--- config.mk ---
export PLATFORM = sky130hd
export DESIGN_NAME = ac97_sample_feeder
export DESIGN_NICKNAME = d
export VERILOG_FILES = /design/src/rtl/ac97_sample_feeder.sv
export SDC_FILE = /design/constraint.sdc
export NUM_CORES = 1
export LEC_CHECK = 0
export CORE_ASPECT_RATIO = 1.5
export CORE_MARGIN = 2
export CORE_UTILIZATION = 25
export CTS_CLUSTER_DIAMETER = 120
export DETAILED_ROUTE_END_ITERATION = 8
export GPL_TIMING_DRIVEN = 0
export SLEW_MARGIN = 0
export SYNTH_ARGS = -nofsm -noshare
export SYNTH_HDL_FRONTEND = slang
export SYNTH_SLANG_ARGS = --single-unit
--- constraint.sdc ---
create_clock -name bitclk -period 4.5 [get_ports bitclk]
set_input_delay 0.675 -clock bitclk [delete_from_list [all_inputs] [get_ports bitclk]]
set_output_delay 0.675 -clock bitclk [all_outputs]
set_load 0.005 [all_outputs]
--- src/rtl/ac97_sample_feeder.sv ---
// AC97 sample feeder: buffers stereo PCM pairs and presents
// one 20-bit left/right pair per AC97 frame.
module ac97_sample_feeder #(
  parameter int DEPTH       = 16,
  parameter int ADDR_W      = 4,
  parameter int PRIME_LEVEL = 8
) (
  input  logic              bitclk,
  input  logic              reset,
  input  logic              play,
  input  logic              mono,
  input  logic [31:0]       s_data,
  input  logic              s_valid,
  output logic              s_ready,
  input  logic              frame_req,
  output logic [19:0]       pcm_left,
  output logic [19:0]       pcm_right,
  output logic              pcm_valid,
  output logic              underrun,
  output logic [15:0]       underrun_count,
  output logic [ADDR_W:0]   fill_level
);

  typedef enum logic [1:0] {
    IDLE,
    PRIME,
    RUN
  } state_t;

  localparam logic [ADDR_W:0] FULL = (ADDR_W+1)'(DEPTH);
  localparam logic [ADDR_W:0] LVL  = (ADDR_W+1)'(PRIME_LEVEL);

  state_t state, state_nxt;

  logic [31:0]       mem [DEPTH];
  logic [31:0]       rd_data;
  logic [ADDR_W-1:0] wr_ptr, rd_ptr;
  logic [ADDR_W:0]   count_nxt;
  logic              push, pop, flush, urun, clear;

  assign rd_data = mem[rd_ptr];

  always_ff @(posedge bitclk or negedge reset) begin
    if (!reset) state <= IDLE;
    else        state <= state_nxt;
  end

  always_comb begin
    pop       = 1'b0;
    urun      = 1'b0;
    flush     = 1'b0;
    clear     = 1'b0;
    state_nxt = state;
    push      = s_valid && s_ready;

    if (!play) begin
      flush = 1'b1;
      clear = 1'b1;
    end else if (state == RUN && frame_req) begin
      if (fill_level != '0) begin
        pop = 1'b1;
      end else begin
        urun  = 1'b1;
        clear = 1'b1;
      end
    end else if (state == PRIME && frame_req) begin
      clear = 1'b1;
    end
    if (state == IDLE) begin
      flush = 1'b1;
      clear = 1'b1;
    end

    count_nxt = flush ? '0
              : fill_level + (ADDR_W+1)'(push)
                           - (ADDR_W+1)'(pop);

    // play low overrides every other event
    if (!play) begin
      state_nxt = IDLE;
    end else begin
      unique case (state)
        IDLE:    state_nxt = PRIME;
        PRIME:   if (count_nxt >= LVL) state_nxt = RUN;
        RUN:     if (urun) state_nxt = PRIME;
        default: state_nxt = IDLE;
      endcase
    end
  end

  always_ff @(posedge bitclk) begin
    if (push && !flush) mem[wr_ptr] <= s_data;
  end

  always_ff @(posedge bitclk or negedge reset) begin
    if (!reset) begin
      wr_ptr         <= '0;
      rd_ptr         <= '0;
      fill_level     <= '0;
      s_ready        <= 1'b0;
      underrun       <= 1'b0;
      underrun_count <= '0;
      pcm_left       <= '0;
      pcm_right      <= '0;
      pcm_valid      <= 1'b0;
    end else begin
      fill_level <= count_nxt;
      s_ready    <= play && (count_nxt != FULL);
      underrun   <= urun;

      if (flush)     wr_ptr <= '0;
      else if (push) wr_ptr <= wr_ptr + 1'b1;

      if (flush)     rd_ptr <= '0;
      else if (pop)  rd_ptr <= rd_ptr + 1'b1;

      if (urun && underrun_count != 16'hFFFF)
        underrun_count <= underrun_count + 16'd1;

      if (pop) begin
        pcm_left  <= {rd_data[31:16], 4'b0000};
        pcm_right <= mono ? {rd_data[31:16], 4'b0000}
                          : {rd_data[15:0], 4'b0000};
        pcm_valid <= 1'b1;
      end else if (clear) begin
        pcm_left  <= '0;
        pcm_right <= '0;
        pcm_valid <= 1'b0;
      end
    end
  end

endmodule

# After elaboration in Yosys (flattened, before gate mapping)
# Memory sizes are Yosys's and may differ from the RTL's.
# Index checks and enable logic that the tools add are counted.
[classes] magnitude_cmp=1 mul=0 shift=0 addsub=5 n_bitwise=0 n_eq_ne=6 muxes=29 n_reduce_logical=13 div_mod_pow=0
[ops] cell="$mux 20" count=4
[ops] cell="$add 16x1->16 const B" count=1
[ops] cell="$mux 1" count=16
[ops] cell="$mux 4" count=4
[ops] cell="$ne 16x16->1 const B" count=1
[ops] cell="$add 4x1->4 const B" count=2
[ops] cell="$logic_and 1x1->1" count=6
[ops] cell="$mux 2" count=3
[ops] cell="$pmux 2 s3" count=1
[ops] cell="$reduce_bool 2->1" count=3
[ops] cell="$add 5x1->5" count=1
[ops] cell="$ge 5x4->1 const B" count=1
[ops] cell="$mux 5" count=1
[ops] cell="$ne 5x5->1 const B" count=1
[ops] cell="$reduce_bool 5->1" count=1
[ops] cell="$sub 5x1->5" count=1
[ops] cell="$ne 3x2->1 const B" count=1
[ops] cell="$ne 3x3->1 const B" count=1
[ops] cell="$eq 2x1->1 const B" count=1
[ops] cell="$eq 2x2->1 const B" count=1
[ops] cell="$logic_not 2->1" count=1
[ops] cell="$reduce_and 2->1" count=1
[ops] cell="$logic_not 1->1" count=1
[word_totals] n_memories=1 mem_bits_ro=0 out_inout_bits=64 wordCells=65 ram_bits=512 register_bits=74 latchBits=0
[memory_table] memory="mem" words=16 width=32 read_ports=1 rd_ports_with_merged_regs=0 write_ports=1 line="35" source="logic [31:0] mem [DEPTH];"

# Depth between registers and ports, before layout
[depth] depth_word=10 depth_mapped=15 depth_no_buf=14

# Least setup slack after synthesis
# OpenSTA, ideal clock, no wires.
[synth_path] kind="input-to-reg" startpoint="input s_valid" endpoint="memory mem[3][0], enable pin" t_required_ps=4039 arrival_time_ps=3352 setup_slack_ps=687 path_buffers=1 stages=4 path_cell_list="and2_1 > clkbuf_1 > nand3_1 > nor3_1"
[synth_via] elab_chain_cells=4
[synth_lines] item="start, declared" line="13" source="input logic s_valid,"
[synth_lines] item="$logic_and 1x1->1" line="54" source="push = s_valid && s_ready;"
[synth_lines] item="$logic_and 1x1->1" line="92" source="if (push && !flush) mem[wr_ptr] <= s_data;"
[synth_lines] item="$mux 1" line="92"
[synth_lines] item="$mux 1 (not written as such)" line="92"
[synth_lines] item="end, declared" line="35"
# Every way passes these cells.

# Worst setup path in the final report
[layout_path] startpoint="input play" endpoint="register s_ready"
[layout_via] elab_chain_cells=5 word_cells_on_any_way=7
[layout_lines] item="start, declared" line="10" source="input logic play,"
[layout_lines] item="$mux 1" line="56" source="if (!play) begin"
[layout_lines] item="$sub 5x1->5 / $mux 1 (equally long branches)" line="76, 69"
[layout_lines] item="$mux 5" line="74" source="count_nxt = flush ? '0"
[layout_lines] item="$ne 5x5->1" line="108" source="s_ready <= play && (count_nxt != FULL);"
[layout_lines] item="$logic_and 1x1->1 (*)" line="108"
[layout_lines] item="end signal, assigned" line="108"
[layout_lines] item="end, declared" line="14" source="output logic s_ready,"
# Mark *: on every way between the ends. The rest lies on a longest branch, timed or not.
# A chain may end at the register's enable or synchronous reset.

==> flow_metrics.py <==
metrics = {
    "status": {
        "status": "finished clean",
    },
    "drt": {
        "ant_nets": 0,
        "drt_iter0_drc": 1186,
        "num_vias": 12900,
        "viasPerCell": 4.73,
        "postRouteWirelength_mm": 62.9,
        "drc_errors": 0,
        "routedWlPerCell_um": 23.1,
        "first_pass_iters": 7,
    },
    "placed_design": {
        "routabilityCongestion": 0.838,
        "dp.cells": 2617,
        "io_buffers": 93,
        "pre_cts_ws_ns": -0.398,
        "place_hpwl_mm": 43.8,
    },
    "floorplanning": {
        "design.core.area_um2": 91900,
        "die_w_um": 253,
        "design.die.area_um2": 95400,
        "rows": 136,
        "io_pins": 102,
        "die_y_um": 377,
        "floorplan.initialDensity_pct": 25.3,
    },
    "clock_tree": {
        "clk_latency_ns": 0.60,
        "cts-root-buf": "clkbuf_16",
        "cts_buffers": 56,
        "cts.sink_count": 578,
        "path_clk_slew_ns": 0.06,
        "cts_max_path_buffers": 3,
        "cts_tree": "done",
        "cts_max_level": 2,
        "cts_hold_buf": 0,
    },
    "timing": {
        "fin_ws_ns": 0.383,
        "min_period_ns": 4.12,
        "fmax_ghz": 0.243,
        "fin_crit_sh_pct": 91.5,
        "rsz0062_at_grt": "no",
        "finalHoldViolCount": 0,
        "max_slew_margin_pct": 31.1,
        "fin_worst_skew_ns": 0.0147,
        "slew_viol_final": 0,
        "setup_viol": 0,
        "worst_pin_slew_ns": 1.03,
    },
    "yosys": {
        "seq_area_frac_synth_pct": 73.3,
        "yosysWarnings": 0,
        "synth.avg_cell_area_um2": 17.6,
        "syn_inst": 1316,
        "netlist.area_leader.share_pct": 66.2,
        "ys.flop_type": "edfxtp_1",
        "synth_largest_area_cell": "edfxtp_1",
        "netlist_top_cells_area": "edfxtp_1, dfrtp_1, mux2i_1",
        "synth_cell_types": 58,
        "synthArstFlopShare_pct": 11.4,
        "ys_ff_latch": 578,
        "synth_area_um2": 23200,
        "synth_edf_count": 512,
    },
    "cells_and_area": {
        "final_layout_size_suffix_gt1_share_pct": 19.0,
        "layout_commonest_cell": "edfxtp_1",
        "area_growth_pct": 20.8,
        "insertedDiodeCount": 0,
        "fin_cells": 2721,
        "final_nets": 1552,
        "fin_util_pct": 30.5,
        "layout_common_cells": "edfxtp_1, mux2i_1, clkdlybuf4s50_1",
    },
    "global_routing": {
        "grt_usage_pct": 13.1,
        "grt_max_degree": 67,
        "first_global_vias": 13400,
        "antenna_found_initial": 4,
        "overflow": 0,
        "grt_pass1_wl_mm": 91.7,
    },
    "worst_setup_path": {
        "cp-end-kind": "register",
        "worstReg2RegEnd": "s_ready",
        "startpoint": "play",
        "crit_fanout": 10,
        "max_stage_delay_ns": 0.64,
        "cp.depth": 14,
        "worstReg2RegStart": "state[0]",
        "worstPathRequired_ns": 4.98,
        "cp_num_buf_inv": 3,
        "cpMaxStageDelayCell": "clkbuf_1",
        "crit_end": "s_ready",
        "crit_type": "input pin to register",
        "start_kind": "input pin",
        "critPathArrivalTime_ns": 4.60,
        "critPathTopFamily": "simple AND/OR/NAND/NOR gates",
        "critPathMostFrequentCell": "nand2_1",
        "crit_chain": "clkdlybuf4s50_1 > nand4b_1 > nor2_2 > clkbuf_1 > nand2_1 > nand2_1 > ha_1 > inv_1 > fa_1 > nand2b_1 > a21oi_1 > o211a_1 > nor2_1 > o31a_1",
        "r2r_cells": 13,
        "r2r_slack_ns": 0.59,
    },
    "pwr": {
        "power_density_nw_per_um2": 386,
        "power_leakage_nw": 8.94,
        "ir_drop_v": 0.000275,
    },
    "run": {
        "max-cap-violations": 0,
    },
    "min_path": {
        "min_path_type": "input pin to asynchronous set/reset pin",
    },
}
-- timing repair --
action                                  CTS  global route
buffers inserted                          0             0
endpoints found under the setup margin    0             2
gates resized for setup                   0             1
-- cell families (layout without fill, tap and decap cells) --
kind of cell / count (synthesis) / after routing / synth area share [%]
other: 1 / 8 / 0.0161
xor gates and xnor gates: 21 / 21 / 0.792
and+or+nand+nor: 183 / 183 / 4.04
adders and majority gates: 13 / 13 / 0.722
muxes: 241 / 241 / 12.5
AOI/OAI and AO/OA: 183 / 183 / 6.31
DFF: 578 / 578 / 73.3
buffers and inverters: 96 / 321 / 2.34
-- Yosys cell counts (16+ instances only) --
master / n
mux2i_1: 144
buf_2: 21
nor2_1: 63
dfrtp_1: 66
edfxtp_1: 512
clkbuf_1: 23
mux2_2: 65
a22o_1: 16
or4_1: 16
a221oi_1: 22
mux4_2: 32
a221o_1: 26
nand2_1: 39
and3_1: 19
o21ai_0: 19
buf_4: 21
o22ai_1: 42
o31ai_1: 17
-- worst min-delay path by stage --
| stage | cells past startpoint | startpoint | endpoint | slack, ns |
|---|---|---|---|---|
| 2_1_floorplan | 0 | reset | fill_level[0] | 0.38 |
| 3_3_place_gp | 1 | underrun_count[13] | underrun_count[13] | 0.47 |
| 3_5_place_dp | 2 | pcm_right[15] | pcm_right[15] | 0.49 |
| 4_1_cts | 1 | reset | underrun_count[13] | 0.20 |
| 5_1_grt | 1 | reset | underrun_count[13] | 0.25 |
| 6_report | 1 | reset | underrun_count[14] | 0.19 |
-- area by class of cell --
| class | count | area (um2) |
|---|---|---|
| inverter | 15 | 56.3 |
| buffer | 81 | 487 |
| clock buffer | 79 | 1580 |
| multi-input combinational | 649 | 5790 |
| sequential | 578 | 17000 |
| timing repair buffer | 121 | 1370 |
| tap | 1173 | 1470 |
| clock inverter | 25 | 274 |
| fill | 8876 | 63800 |
-- where the power goes --
| part | internal (mW) | switching [mW] | total, mW |
|---|---|---|---|
| clock | 2.74 | 1.99 | 4.73 |
| combinational | 0.0770 | 0.162 | 0.239 |
| sequential | 5.86 | 0.0123 | 5.87 |
-- metrics by stage --
step / TNS, ns / power, mW / hold slack, ns / instance area [um2]
5_1_grt: 0 / 11.1 / 0.251 / 28000
2_1_floorplan: 0 / 6.06 / 0.379 / 23200
4_1_cts: 0 / 10.9 / 0.201 / 28000
3_3_place_gp: -636.26 / 6.21 / 0.473 / 25600
6_report: 0 / 10.8 / 0.193 / 28000
3_5_place_dp: -1.31 / 6.22 / 0.492 / 26200
-- registers in the layout, indices dropped and copies added (netlist names) --
| name | cells |
|---|---|
| mem | 512 |
| pcm_left | 16 |
| pcm_right | 16 |
| underrun_count | 16 |
| fill_level | 5 |
| rd_ptr | 4 |
| wr_ptr | 4 |
| state | 2 |
| pcm_valid | 1 |
| s_ready | 1 |
| underrun | 1 |
-- metal layers --
metal  up-vias  wire length, um  track usage [%]
met2       474            31600             23.0
li1       5640                -                -
met1      6628            24500             15.7
met4         4             2740             5.30
met3       136             3970             2.63
met5         -               27                0
Power figures use the tool's default switching activity.
==> RTL change (same flow settings) <==
Make the reset (`reset`) synchronous in 2 clocked blocks.
--- a/src/rtl/ac97_sample_feeder.sv
+++ b/src/rtl/ac97_sample_feeder.sv
@@ -42,3 +42,3 @@
 
-  always_ff @(posedge bitclk or negedge reset) begin
+  always_ff @(posedge bitclk) begin
     if (!reset) state <= IDLE;
@@ -94,3 +94,3 @@
 
-  always_ff @(posedge bitclk or negedge reset) begin
+  always_ff @(posedge bitclk) begin
     if (!reset) begin
Function: differs if reset is asserted again (counterexample within 4 cycles, from zero or initial values and one cycle with reset low); with reset held inactive, the same outputs for 4 cycles.
==> RTL change against the unedited design <==
Register-to-register slack improved by 0.21 ns; power decreased by 5.1%; wire length increased by 1.0%; sequential share of layout area about the same; sequential cell count up 4; cell area shrank 1.4%; global-route usage grew 0.10 points; worst setup slack improved by 0.42 ns; utilization fell by 0.37 points; area after synthesis is 0.25% lower; first-iteration DRC count is 22% lower; via count grew 3.4%; critical path type is now reg2reg; critical endpoint is now state[0]; highest routed layer unchanged.
==> RTL change: results (changes against the unedited design) <==
cells_and_area:
  multi_input_gate_area_um2: 6050  # +4.5%
  finalInstanceArea_um2: 27700  # -1.4%
  number_of_filler_instances_in_the_final_layout: 8895  # +0.21%
  sh_seq_area: 0.607  # about the same
  drive_above_1_share: 0.125  # -0.0647
  clockNetworkAreaShare: 0.0569  # -0.00919
  finish.net_count: 1664  # +7.2%
  design.seq.count: 582  # +0.69%
  nNonClkBuffers: 199  # -1.5%
  nonClkBufAreaFrac: 0.0623  # -0.00381
  clkbuf_count: 57  # -28%
  antenna-diode-count: 2  # +2
  final_cell_count_no_fill: 2828  # +3.9%
  num-multi-input-gates: 768  # +18%
power_and_ir_drop:
  sw_frac_of_total: 0.199  # -0.00108
  worst_ir_drop_vdd_mv: 0.299  # +8.7%
  power.static_leakage_uw: 0.00842  # -5.8%
worst_setup_path:
  timing.critical_path.fanout_max: 10  # unchanged
detailed_routing:
  drt_pre_antenna_iters: 5  # -2
  routedWlPerCell_um: 22.5  # -2.8%
  route.vias.total: 13300  # +3.4%
  detailedRoute.firstIterationViolations: 925  # -22%
placed_design:
  port_buffers: 91  # -2.2%
  post_detailed_placement_cell_area_um2: 26100  # -0.45%
  place_worst_setup_slack_ns: 0.620  # +1.02 ns
  placedCellCount: 2737  # +4.6%
  gp_congestion: 0.890  # +6.2%
  dp_hpwl_um: 46200  # +5.5%
global_route:
  grt_max_degree: 21  # -69%
  global_route_wire_length_before_repair_um: 92500  # +0.91%
  grt_antenna_before_repair: 5  # +1
  grt_usage: 0.132  # +0.00101
  grt_pass1_vias: 14100  # +4.7%
synth:
  synth_sequential_area_ratio: 0.724  # -0.00894
  post_synth_xor_area_fraction: 0.00454  # -0.00338
  yosys.area_share.adder: 0.00681  # -0.000414
  yosys-mux-area-fraction: 0.123  # -0.00147
  avgSynthCellArea_um2: 16.0  # -9.5%
  ys_top_cells_by_count: "sky130_fd_sc_hd__edfxtp_1, sky130_fd_sc_hd__mux2i_1, sky130_fd_sc_hd__nand2_1"
  compound_gate_portion_of_the_synthesized_area: 0.0638  # +0.000700
  synth_area_leaders: "sky130_fd_sc_hd__edfxtp_1, sky130_fd_sc_hd__mux2i_1, sky130_fd_sc_hd__dfxtp_1, sky130_fd_sc_hd__mux4_2, sky130_fd_sc_hd__a22oi_1"
  synthDistinctLibCells: 56  # -3.4%
  postSynth.asyncResetShare: 0  # -0.114
sta:
  tightest_slew_ns: 1.02  # -0.0152 ns
  clock-skew-final_ns: 0.0160  # +0.00133 ns
cts:
  ctsRootBufferMaster: "sky130_fd_sc_hd__clkbuf_16"
  cts-buffers-inserted: 48  # -14%
outcome:
  run_status: "complete, no violations"
hold_path:
  worst_hold_path_type: "reg2reg"
RTL change: critical path, stage by stage, from the launching register on:
cell and delay, ns:
sky130_fd_sc_hd__dfxtp_1 0.35, sky130_fd_sc_hd__inv_1 0.10, sky130_fd_sc_hd__ha_1 0.17, sky130_fd_sc_hd__or4b_4 0.50, sky130_fd_sc_hd__or2b_1 0.18, sky130_fd_sc_hd__buf_2 0.25
sky130_fd_sc_hd__buf_2 0.36, sky130_fd_sc_hd__nand2_1 0.10, sky130_fd_sc_hd__nand2_1 0.08, sky130_fd_sc_hd__ha_1 0.16, sky130_fd_sc_hd__inv_1 0.06, sky130_fd_sc_hd__fa_1 0.41
sky130_fd_sc_hd__nor2b_1 0.19, sky130_fd_sc_hd__o21bai_1 0.11, sky130_fd_sc_hd__a21oi_1 0.21, sky130_fd_sc_hd__o21ai_0 0.12, sky130_fd_sc_hd__a221oi_1 0.26
RTL change: layer usage:
layer	share of wire	GRT usage	vias to the layer above
met2	0.55	0.257	452
met4	0.050	0.0669	6
met5	0.00052	0	-
li1	-	-	5972
met3	0.051	0.0216	136
met1	0.35	0.134	6754
RTL change: path summary, 6_finish.rpt:
check | startpoint | endpoint | slack, ns | cells after the start
setup / recovery | fill_level[3] | state[0] | 0.80 | 16
hold / removal | pcm_left[13] | pcm_left[13] | 0.49 | 1
setup reg to reg | fill_level[3] | state[0] | 0.80 | 16
hold reg to reg | pcm_left[13] | pcm_left[13] | 0.49 | 1
RTL change: power by group through the flow:
stage	Combinational, uW	Sequential, uW	Clock [uW]
final	168	5870	4250
after floorplan	46.0	5990	0
after detailed placement	167	5990	0
after CTS	167	5870	4310
after global routing	183	5860	4490
after global placement	154	5980	0
